`config.mk`:
```
export PLATFORM = sky130hd
export DESIGN_NAME = riscv_soft_host_arbiter
export DESIGN_NICKNAME = d
export VERILOG_FILES = /design/src/rtl/riscv_soft_host_arbiter.sv
export SDC_FILE = /design/constraint.sdc
export NUM_CORES = 1
export LEC_CHECK = 0
export ABC_AREA = 1
export CAP_MARGIN = 20
export CORE_ASPECT_RATIO = 0.6
export CORE_MARGIN = 2
export CORE_UTILIZATION = 43
export DETAILED_ROUTE_END_ITERATION = 10
export PLACE_DENSITY = 0.86
export SLEW_MARGIN = 10
export SYNTH_ARGS = -nofsm -noshare
export SYNTH_HDL_FRONTEND = slang
export SYNTH_SLANG_ARGS = --single-unit
```
`constraint.sdc`:
```
create_clock -name clk -period 2.5 [get_ports clk]
set_clock_uncertainty 0.1 [all_clocks]
set_input_delay 0.5 -clock clk [delete_from_list [all_inputs] [get_ports clk]]
set_output_delay 0.5 -clock clk [all_outputs]
set_load 0.01 [all_outputs]
```
`src/rtl/riscv_soft_host_arbiter.sv`:
```
`default_nettype none
// ============================================================================
// riscv_soft_host_arbiter: round-robin two-master arbiter for the tile host port.
// Optional WAIT watchdog enabled by macro RISCV_SOFT_HOST_ARB_TIMEOUT_EN. Rev 1.0
// ============================================================================
module riscv_soft_host_arbiter #(
  parameter int XPR_LEN        = 32,
  parameter int TIMEOUT_CYCLES = 1024
) (
  input  logic               clk,
  input  logic               reset,

  input  logic               req0_valid,
  output logic               req0_ready,
  input  logic [1:0]         req0_op,
  input  logic [2:0]         req0_op_type,
  input  logic [XPR_LEN-1:0] req0_addr,
  input  logic [XPR_LEN-1:0] req0_data,
  output logic               resp0_valid,
  output logic [XPR_LEN-1:0] resp0_data,
  output logic               resp0_err,

  input  logic               req1_valid,
  output logic               req1_ready,
  input  logic [1:0]         req1_op,
  input  logic [2:0]         req1_op_type,
  input  logic [XPR_LEN-1:0] req1_addr,
  input  logic [XPR_LEN-1:0] req1_data,
  output logic               resp1_valid,
  output logic [XPR_LEN-1:0] resp1_data,
  output logic               resp1_err,

  output logic               host_req_valid,
  input  logic               host_req_ready,
  output logic [1:0]         host_req_op,
  output logic [2:0]         host_req_op_type,
  output logic [XPR_LEN-1:0] host_req_addr,
  output logic [XPR_LEN-1:0] host_req_data,
  input  logic               host_resp_valid,
  input  logic [XPR_LEN-1:0] host_resp_data
);

  localparam logic [1:0] ST_IDLE  = 2'd0;
  localparam logic [1:0] ST_ISSUE = 2'd1;
  localparam logic [1:0] ST_WAIT  = 2'd2;

  logic [1:0]              state_q, state_d;
  logic                    prio_q, prio_d;
  logic                    owner_q, owner_d;
  logic [1:0]              op_q, op_d;
  logic [2:0]              op_type_q, op_type_d;
  logic [XPR_LEN-1:0]      addr_q, addr_d;
  logic [XPR_LEN-1:0]      data_q, data_d;
  logic [1:0]              resp_valid_q, resp_valid_d;
  logic [1:0]              resp_err_q, resp_err_d;
  logic [1:0][XPR_LEN-1:0] resp_data_q, resp_data_d;

  logic winner;
  logic handshake;
  logic resp_fire;
  logic timeout_fire;
  logic stale_drop;

  // Only a valid port can win; prio breaks the tie when both are valid.
  assign winner    = (req0_valid & req1_valid) ? prio_q : req1_valid;
  assign handshake = (state_q == ST_IDLE) & (req0_valid | req1_valid);
  assign resp_fire = (state_q == ST_WAIT) & host_resp_valid & ~stale_drop;

`ifdef RISCV_SOFT_HOST_ARB_TIMEOUT_EN
  localparam int CNT_W = $clog2(TIMEOUT_CYCLES + 1);

  logic [CNT_W-1:0] cnt_q, cnt_d;
  logic             stale_q, stale_d;

  assign stale_drop   = host_resp_valid & stale_q;
  assign timeout_fire = (state_q == ST_WAIT) & ~resp_fire &
                        (cnt_q == CNT_W'(TIMEOUT_CYCLES));

  always_comb begin
    cnt_d   = cnt_q;
    stale_d = stale_q;
    if (state_q == ST_ISSUE) begin
      cnt_d = '0;
    end else if ((state_q == ST_WAIT) && (cnt_q != CNT_W'(TIMEOUT_CYCLES))) begin
      cnt_d = cnt_q + CNT_W'(1);
    end
    // The abandoned transaction's response may still arrive; swallow exactly one.
    if (timeout_fire) begin
      stale_d = 1'b1;
    end else if (stale_drop) begin
      stale_d = 1'b0;
    end
  end

  always_ff @(posedge clk) begin
    if (reset) begin
      cnt_q   <= '0;
      stale_q <= 1'b0;
    end else begin
      cnt_q   <= cnt_d;
      stale_q <= stale_d;
    end
  end
`else
  assign stale_drop   = 1'b0;
  assign timeout_fire = 1'b0;
`endif

  always_ff @(posedge clk) begin
    if (reset) begin
      state_q <= ST_IDLE;
    end else begin
      state_q <= state_d;
    end
  end

  always_comb begin
    state_d = state_q;
    case (state_q)
      ST_IDLE:  if (handshake)                   state_d = ST_ISSUE;
      ST_ISSUE: if (host_req_ready)              state_d = ST_WAIT;
      ST_WAIT:  if (resp_fire || timeout_fire)   state_d = ST_IDLE;
      default:                                   state_d = ST_IDLE;
    endcase
  end

  always_comb begin
    req0_ready     = 1'b0;
    req1_ready     = 1'b0;
    host_req_valid = 1'b0;
    case (state_q)
      ST_IDLE: begin
        req0_ready = req0_valid & ~winner;
        req1_ready = req1_valid & winner;
      end
      ST_ISSUE: host_req_valid = 1'b1;
      default: ;
    endcase
  end

  always_comb begin
    prio_d       = prio_q;
    owner_d      = owner_q;
    op_d         = op_q;
    op_type_d    = op_type_q;
    addr_d       = addr_q;
    data_d       = data_q;
    resp_valid_d = 2'b00;
    resp_err_d   = 2'b00;
    resp_data_d  = resp_data_q;
    if (handshake) begin
      owner_d   = winner;
      prio_d    = ~winner;
      op_d      = winner ? req1_op      : req0_op;
      op_type_d = winner ? req1_op_type : req0_op_type;
      addr_d    = winner ? req1_addr    : req0_addr;
      data_d    = winner ? req1_data    : req0_data;
    end
    if (resp_fire) begin
      resp_valid_d[owner_q] = 1'b1;
      resp_data_d[owner_q]  = host_resp_data;
    end else if (timeout_fire) begin
      resp_valid_d[owner_q] = 1'b1;
      resp_err_d[owner_q]   = 1'b1;
      resp_data_d[owner_q]  = XPR_LEN'(32'hDEADBEEF);
    end
  end

  always_ff @(posedge clk) begin
    if (reset) begin
      prio_q       <= 1'b0;
      owner_q      <= 1'b0;
      op_q         <= '0;
      op_type_q    <= '0;
      addr_q       <= '0;
      data_q       <= '0;
      resp_valid_q <= '0;
      resp_err_q   <= '0;
      resp_data_q  <= '0;
    end else begin
      prio_q       <= prio_d;
      owner_q      <= owner_d;
      op_q         <= op_d;
      op_type_q    <= op_type_d;
      addr_q       <= addr_d;
      data_q       <= data_d;
      resp_valid_q <= resp_valid_d;
      resp_err_q   <= resp_err_d;
      resp_data_q  <= resp_data_d;
    end
  end

  assign host_req_op      = op_q;
  assign host_req_op_type = op_type_q;
  assign host_req_addr    = addr_q;
  assign host_req_data    = data_q;

  assign resp0_valid = resp_valid_q[0];
  assign resp1_valid = resp_valid_q[1];
  assign resp0_err   = resp_err_q[0];
  assign resp1_err   = resp_err_q[1];
  assign resp0_data  = resp_data_q[0];
  assign resp1_data  = resp_data_q[1];

endmodule
`default_nettype wire
```
**Word-level counts from Yosys, hierarchy flattened**

Index checks and enable logic that the tools add are counted.

- Input port bits: 176
- Output and inout port bits: 140
- Word-level logic and storage cells: 46
- Register bits after elaboration: 139

- Multiplexer cells: 17
- Order comparisons: 2
- Equality and inequality tests: 5
- Bitwise operators: 8
- Reductions and logical operators: 4

Operator list:

| operator | number |
|---|---|
| two-way mux 32 bit | 3 |
| bitwise mux 64 bit | 1 |
| demux 32 bit (select 1 bit) | 1 |
| two-way mux 2 bit | 4 |
| != test 2 bit (second input constant) | 3 |
| case mux 2 bit (3 select lines) | 1 |
| bitwise AND 1 bit | 5 |
| two-way mux 1 bit | 5 |
| two-way mux 3 bit | 1 |
| AND reduction 3 bit | 1 |
| equality test 2 x 1 -> 1 bit (second input constant) | 1 |
| equality test 2 bit (second input constant) | 1 |
| zero test 2 bit | 1 |
| < comparator 1 x 2 -> 1 bit (second input constant) | 1 |
| NOT 1 bit | 2 |
| OR reduction 2 bit | 1 |
| demux 1 bit (select 1 bit) | 1 |
| greater-or-equal comparator 1 bit (second input constant) | 1 |
| logical AND 1 bit | 1 |
| bitwise OR 1 bit | 1 |

**Logic depth before layout (Yosys ltp)**

Gate-level depths: netlist (run 1).

- Depth after elaboration: 5
- Depth in mapped cells: 7
- Depth with buffers taken out: 6

**Worst setup path after synthesis (run 1)**

Ideal clock, no wire load.

- Kind: input -> output
- Start point: in req1_valid
- End point: out req0_ready
- Stages: 5
- Slack: 0.673 ns
- Buffers on the path: 2
- Arrival time: 1.227 ns
- Path through: buf_2 -> a21oi_2 -> buf_2 -> nand2_1 -> inv_1

- Longest elaborated chain between the ends: 5

Ends and longest elaborated chain:

| element | line | text |
|---|---|---|
| start: declaration | 23 | `input logic req1_valid,` |
| bitwise AND 1 bit | 65 | `assign winner = (req0_valid & req1_valid) ? prio_q : req1_valid;` |
| two-way mux 1 bit (*) | 65 |  |
| NOT 1 bit (*) | 133 | `req0_ready = req0_valid & ~winner;` |
| bitwise AND 1 bit (*) | 133 |  |
| two-way mux 1 bit (*) | 131 | `case (state_q)` |
| end: declaration | 14 | `output logic req0_ready,` |

Every way passes the cells marked *; elsewhere a longest branch is shown, timed or not.

**Final worst setup path (run 1)**

- Start point: in req0_valid
- End point: out req1_ready

- Longest elaborated chain between the ends: 4

Ends and longest elaborated chain:

| element | line | text |
|---|---|---|
| start: declaration | 13 | `input logic req0_valid,` |
| bitwise AND 1 bit | 65 |  |
| two-way mux 1 bit | 65 |  |
| bitwise AND 1 bit | 134 | `req1_ready = req1_valid & winner;` |
| two-way mux 1 bit | 131 |  |
| end: declaration | 24 | `output logic req1_ready,` |

Every way passes these cells.

==> results of run 1 <==
synthesized netlist by cell type (all sizes together):
cell,instances,area (sq um)
clkbuf,37,139
nor3,1,5.00
conb,1,3.75
o211a,1,10.0
inv,78,293
nand3,140,701
nand2,175,657
nand3b,1,11.3
o21ai,33,169
a21oi,36,184
dfxtp,139,2780
nand4,101,632
buf,44,238
nor2,69,274
cell families after synthesis:
family	count (synthesis)	synth area share, %
other	1	0.0615
AND/OR/NAND/NOR	487	37.4
flip-flops	139	45.6
AO/OA/AOI/OAI	70	5.95
buffers and inverters	159	11.0
worst max-delay path: cells and delay by family:
| family | cells | cell delay, ns |
|---|---|---|
| and+or+nand+nor | 2 | 0.15 |
| buffers and inverters | 4 | 1.19 |
sequential cells by signal, indices dropped and copies added (netlist names):
name,cells
host_req_data,32
host_req_op,2
state_q,2
host_req_addr,32
prio_q,1
resp1_data,32
resp_valid_q,2
owner_q,1
host_req_op_type,3
resp0_data,32
layer usage:
layer,vias up,global-route usage (%),wire [um]
li1,3396,-,-
met1,3287,33.5,8990
met2,300,45.7,10300
met3,28,8.55,2070
met4,0,10.6,381
met5,-,0,0
worst paths after layout:
| check | depth (start not counted) | from | slack (ns) | endpoint |
|---|---|---|---|---|
| max | 6 | req0_valid | 0.06 | req1_ready |
| min reg2reg | 2 | resp1_data[26] | 0.37 | resp1_data[26] |
| max reg2reg | 8 | state_q[0] | 0.48 | host_req_data[9] |
| min | 3 | req1_valid | 0.36 | owner_q |
stage by stage:
step	instances	util, %	hold WS [ns]
finish	1335	71.8	0.358
global route	1334	71.8	0.379
CTS	1334	71.8	0.344
detailed placement	1302	67.6	0.358
global placement	1302	67.6	0.349
floorplan	857	-	0.365
area by class of cell:
cell class | instances | area, sq um | share of cell area, %
clock buffer | 17 | 425 | 4.31
timing repair buffer | 334 | 3310 | 33.5
sequential | 139 | 2780 | 28.2
multi-input combinational | 559 | 2670 | 27.0
tap | 192 | 240 | 2.43
clock inverter | 15 | 155 | 1.57
inverter | 78 | 293 | 2.96
antenna | 1 | 2.50 | 0.0253
power by group:
group,internal (mW),switching (mW),total [mW]
clock network,1.34,1.11,2.44
logic,0.706,0.739,1.45
registers,2.36,0.0821,2.45
total,4.41,1.93,6.34
==> reports/results.txt, run 1 <==
CP max stage cell: clkdlybuf4s50_1
initial DRC count: 547
leakage: 4.22 nW
final hold vios: 0
clk sinks: 139
first-pass GRT wire length: 32800 um
Starting Density: 44.4%
Num CTS Buffers: 17
Fin Setup TNS: 0 ns
Max transition margin: 48.1%
via density per instance: 5.25
fill count: 1108
status: completed
slowest stage delay, CP: 0.57 ns
CTS clock-pin slew for the worst setup and hold paths: 0.06 ns
CP most frequent cell: clkdlybuf4s50_1
sequential area share after synthesis: 45.6%
Max VDD drop: 378 uV
cts repair resizes: 0
most frequent cells in the layout: clkdlybuf4s50_1, nand2_1, nand3_1, dfxtp_1, nand4_1
drt wl/cell: 16.3 um
layout cells sized above 1: 5.52%
NumNets Final: 1305
CP Capture Type: output port
Global Route Usage Sum: 27.4%
Tcrit/Tclk final: 97.5%
max-cap violation count: 0
vias in the first global route: 6439
die width: 158 um
setup violators final: 0
worst hold path type: input pin to flip-flop
flops & latches, synth: 139
critical path class: input pin to output port
Critical Path AT: 1.84 ns
final worst slack: 0.0630 ns
Root Driver: clkbuf_16
commonest non-fill, non-tap cell in the layout: clkdlybuf4s50_1
Crit path required time: 1.90 ns
IO buf count: 313
Finished Cell Area: 9880 sq um
clk_lat worst skew: 0.40 ns
Overflow after GRT: 0
Post-Synthesis Cell Area: 6100 sq um
total number of vias: 7011
crit-path cells: clkdlybuf4s50_1 -> buf_4 -> nand2_2 -> nand3_1 -> inv_1 -> clkdlybuf4s50_1
core area: 13700 sq um
Final Power: 6.34 mW
Final HPWL DP: 14800 um
CP Launch Type: input pin
minimum clock period after layout: 2.44 ns
H-tree depth: 4
Yosys Warn Count: 0
placed cell area: 9290 sq um
CTS tree: built
antenna violation net count after detailed routing: 0
Die Y: 96.2 um
final slew viol count: 0
# hold bufs at CTS: 0
# rows: 33
Placement Setup Slack: 0.0737 ns
drt pass-1 iters: 5
die footprint: 15200 sq um
RSZ-0062 raised after global routing: no
Residual DRC: 0
Top Ports: 316
Post-Route WL: 21700 um
final estimated routing congestion in global placement: 0.804
Avg Inst Size Synth: 7.12 sq um
crit-path max FO: 2
Worst-Margin Slew: 0.778 ns
Yosys cell types: 21
area grow syn2layout: 62.0%
post-CTS setup buffers: 0
fmax: 410 MHz
antenna violations before repair: 0
Max clock buf depth: 2
Cells after Synth: 856
Pwr Density: 641 nW/um^2
pin count of the biggest net entering global routing: 70
No activity file was read; power rests on OpenSTA's default activity.
==> run 2, diff against run 1 <==
CTS_CLUSTER_SIZE = 10   (was unset)
SLEW_MARGIN = unset   (was 10)
==> results of run 2 <==
No change in the layout: final DEF, timing and power equal those of run 1.
==> edit, RTL diff (flow settings as in run 1) <==
`XPR_LEN`: 32 -> 16.
--- a/src/rtl/riscv_soft_host_arbiter.sv
+++ b/src/rtl/riscv_soft_host_arbiter.sv
@@ -6,3 +6,3 @@
 module riscv_soft_host_arbiter #(
-  parameter int XPR_LEN        = 32,
+  parameter int XPR_LEN        = 16,
   parameter int TIMEOUT_CYCLES = 1024
Ports: changed (9 resized); port bits go from 316 to 172. The function was not compared with the original's and may differ.
==> edit against run 1 <==
- design area fell by 46%
- wire length shrank 48%
- worst setup slack better by 170 ps
- total power fell by 47%
- maximum frequency increased by 7.4%
- critical endpoint is now req0_ready
- count of clock-buffer cells in the layout fell by 3
- synthesized area down 45%
- largest power group unchanged
- sequential cell count decreased by 64
- sequential power is 46% lower
- die area fell by 44%
- final cell count down 46%
- global-route usage decreased by 1.6 points
- synthesized cell count fell by 46%
==> edit: results (changes against run 1) <==
stage	metric	value	unit	change
run_status	status	finished, final reports clean		unchanged
global_route	GRT Overall Usage	25.9	%	was 27.4%
power_and_ir_drop	sw frac	26.9	%	was 30.4%
layout	non-clock buffer share of cell area	33.3	%	was 33.5%
route	Routed WL per cell	15.4	um	was 16.3 um
critical_path	Setup crit end	req0_ready		was req1_ready
global_route	first-pass GRT wire length	17700	um	was 32800 um
global_route	grt met2 use	42.9	%	was 45.7%
timing	worst hold margin	367	ps	was 358 ps
layout	inverter count	46		was 78
floorplan	core area	7420	um^2	was 13700 um^2
layout	Buffers excl. clock	181		was 334
power_and_ir_drop	Power Clock	1.26	mW	was 2.44 mW
timing	Fmax achieved	441	MHz	was 410 MHz
layout	proportion of cell area spent on the clock network	5.38	%	was 5.88%
layout	Multi-In Gates	303		was 559
global_route	routing usage on met3	8.41	%	was 8.55%
min_path	Worst Hold Class	flip-flop to flip-flop		was input port to flip-flop
clock_tree	H-tree Lvls	3		was 4
layout	register area	1500	um^2	was 2780 um^2
place	GP Congestion	0.842		was 0.804
logic_synthesis	average size of a mapped cell	7.25	um^2	was 7.12 um^2
layout	nets@finish	712		was 1305
critical_path	r2r endpoint	host_req_op_type[1]		was host_req_data[9]
route	DRT iter0 DRCs	233		was 547
clock_tree	CTS buffer count	9		was 17
logic_synthesis	most frequent cells after synthesis	95 x nand2_1, 75 x dfxtp_1, 75 x nand3_1		was 175 x nand2_1, 140 x nand3_1, 139 x dfxtp_1
min_path	Hold Crit Depth	2		was 3
place	I/O Buffers	169		was 313
critical_path	Worst Path Max Fanout	3		was 2
clock_tree	Clock Sinks	75		was 139
critical_path	CP peak stage delay	520	ps	was 570 ps
clock_tree	Skew-Pair Late Insertion Delay	320	ps	was 400 ps
power_and_ir_drop	internal power	2.48	mW	was 4.41 mW
critical_path	Worst R2R Path Depth	7		was 8
place	Cell Area, Placed	5080	um^2	was 9290 um^2
global_route	vias in the first global route	3564		was 6439
## edit: cell types whose count changed in the layout (fill, tap and decap cells not counted), moves of 9 or more
| cell | run 1 | this run |
|---|---|---|
| nand3_1 | 140 | 75 |
| a21oi_1 | 35 | 19 |
| o21ai_1 | 0 | 9 |
| nand4_1 | 101 | 53 |
| clkdlybuf4s50_1 | 312 | 167 |
| nand2_1 | 174 | 95 |
| o21ai_0 | 32 | 7 |
| inv_1 | 75 | 43 |
| dfxtp_1 | 139 | 75 |
| nor2_1 | 67 | 35 |
## edit: layer usage
layer / wire length (um) / vias to the layer above / share of wire [%]
li1: - / 1847 / -
met1: 4880 / 1731 / 43
met2: 5090 / 200 / 45
met3: 1120 / 9 / 10
met4: 123 / 0 / 1.1
met5: 0 / - / 0
## edit: cells by family after synthesis
logic type      after synthesis
flops                        75
buf+inv                      87
simple gates                263
other cells                   1
compound gates               38
## edit: timing repair
item / 4_1_cts / 5_1_grt
gates resized for setup: 1 / 0
setup endpoints to repair: 1 / 0
hold buffers: 0 / 0
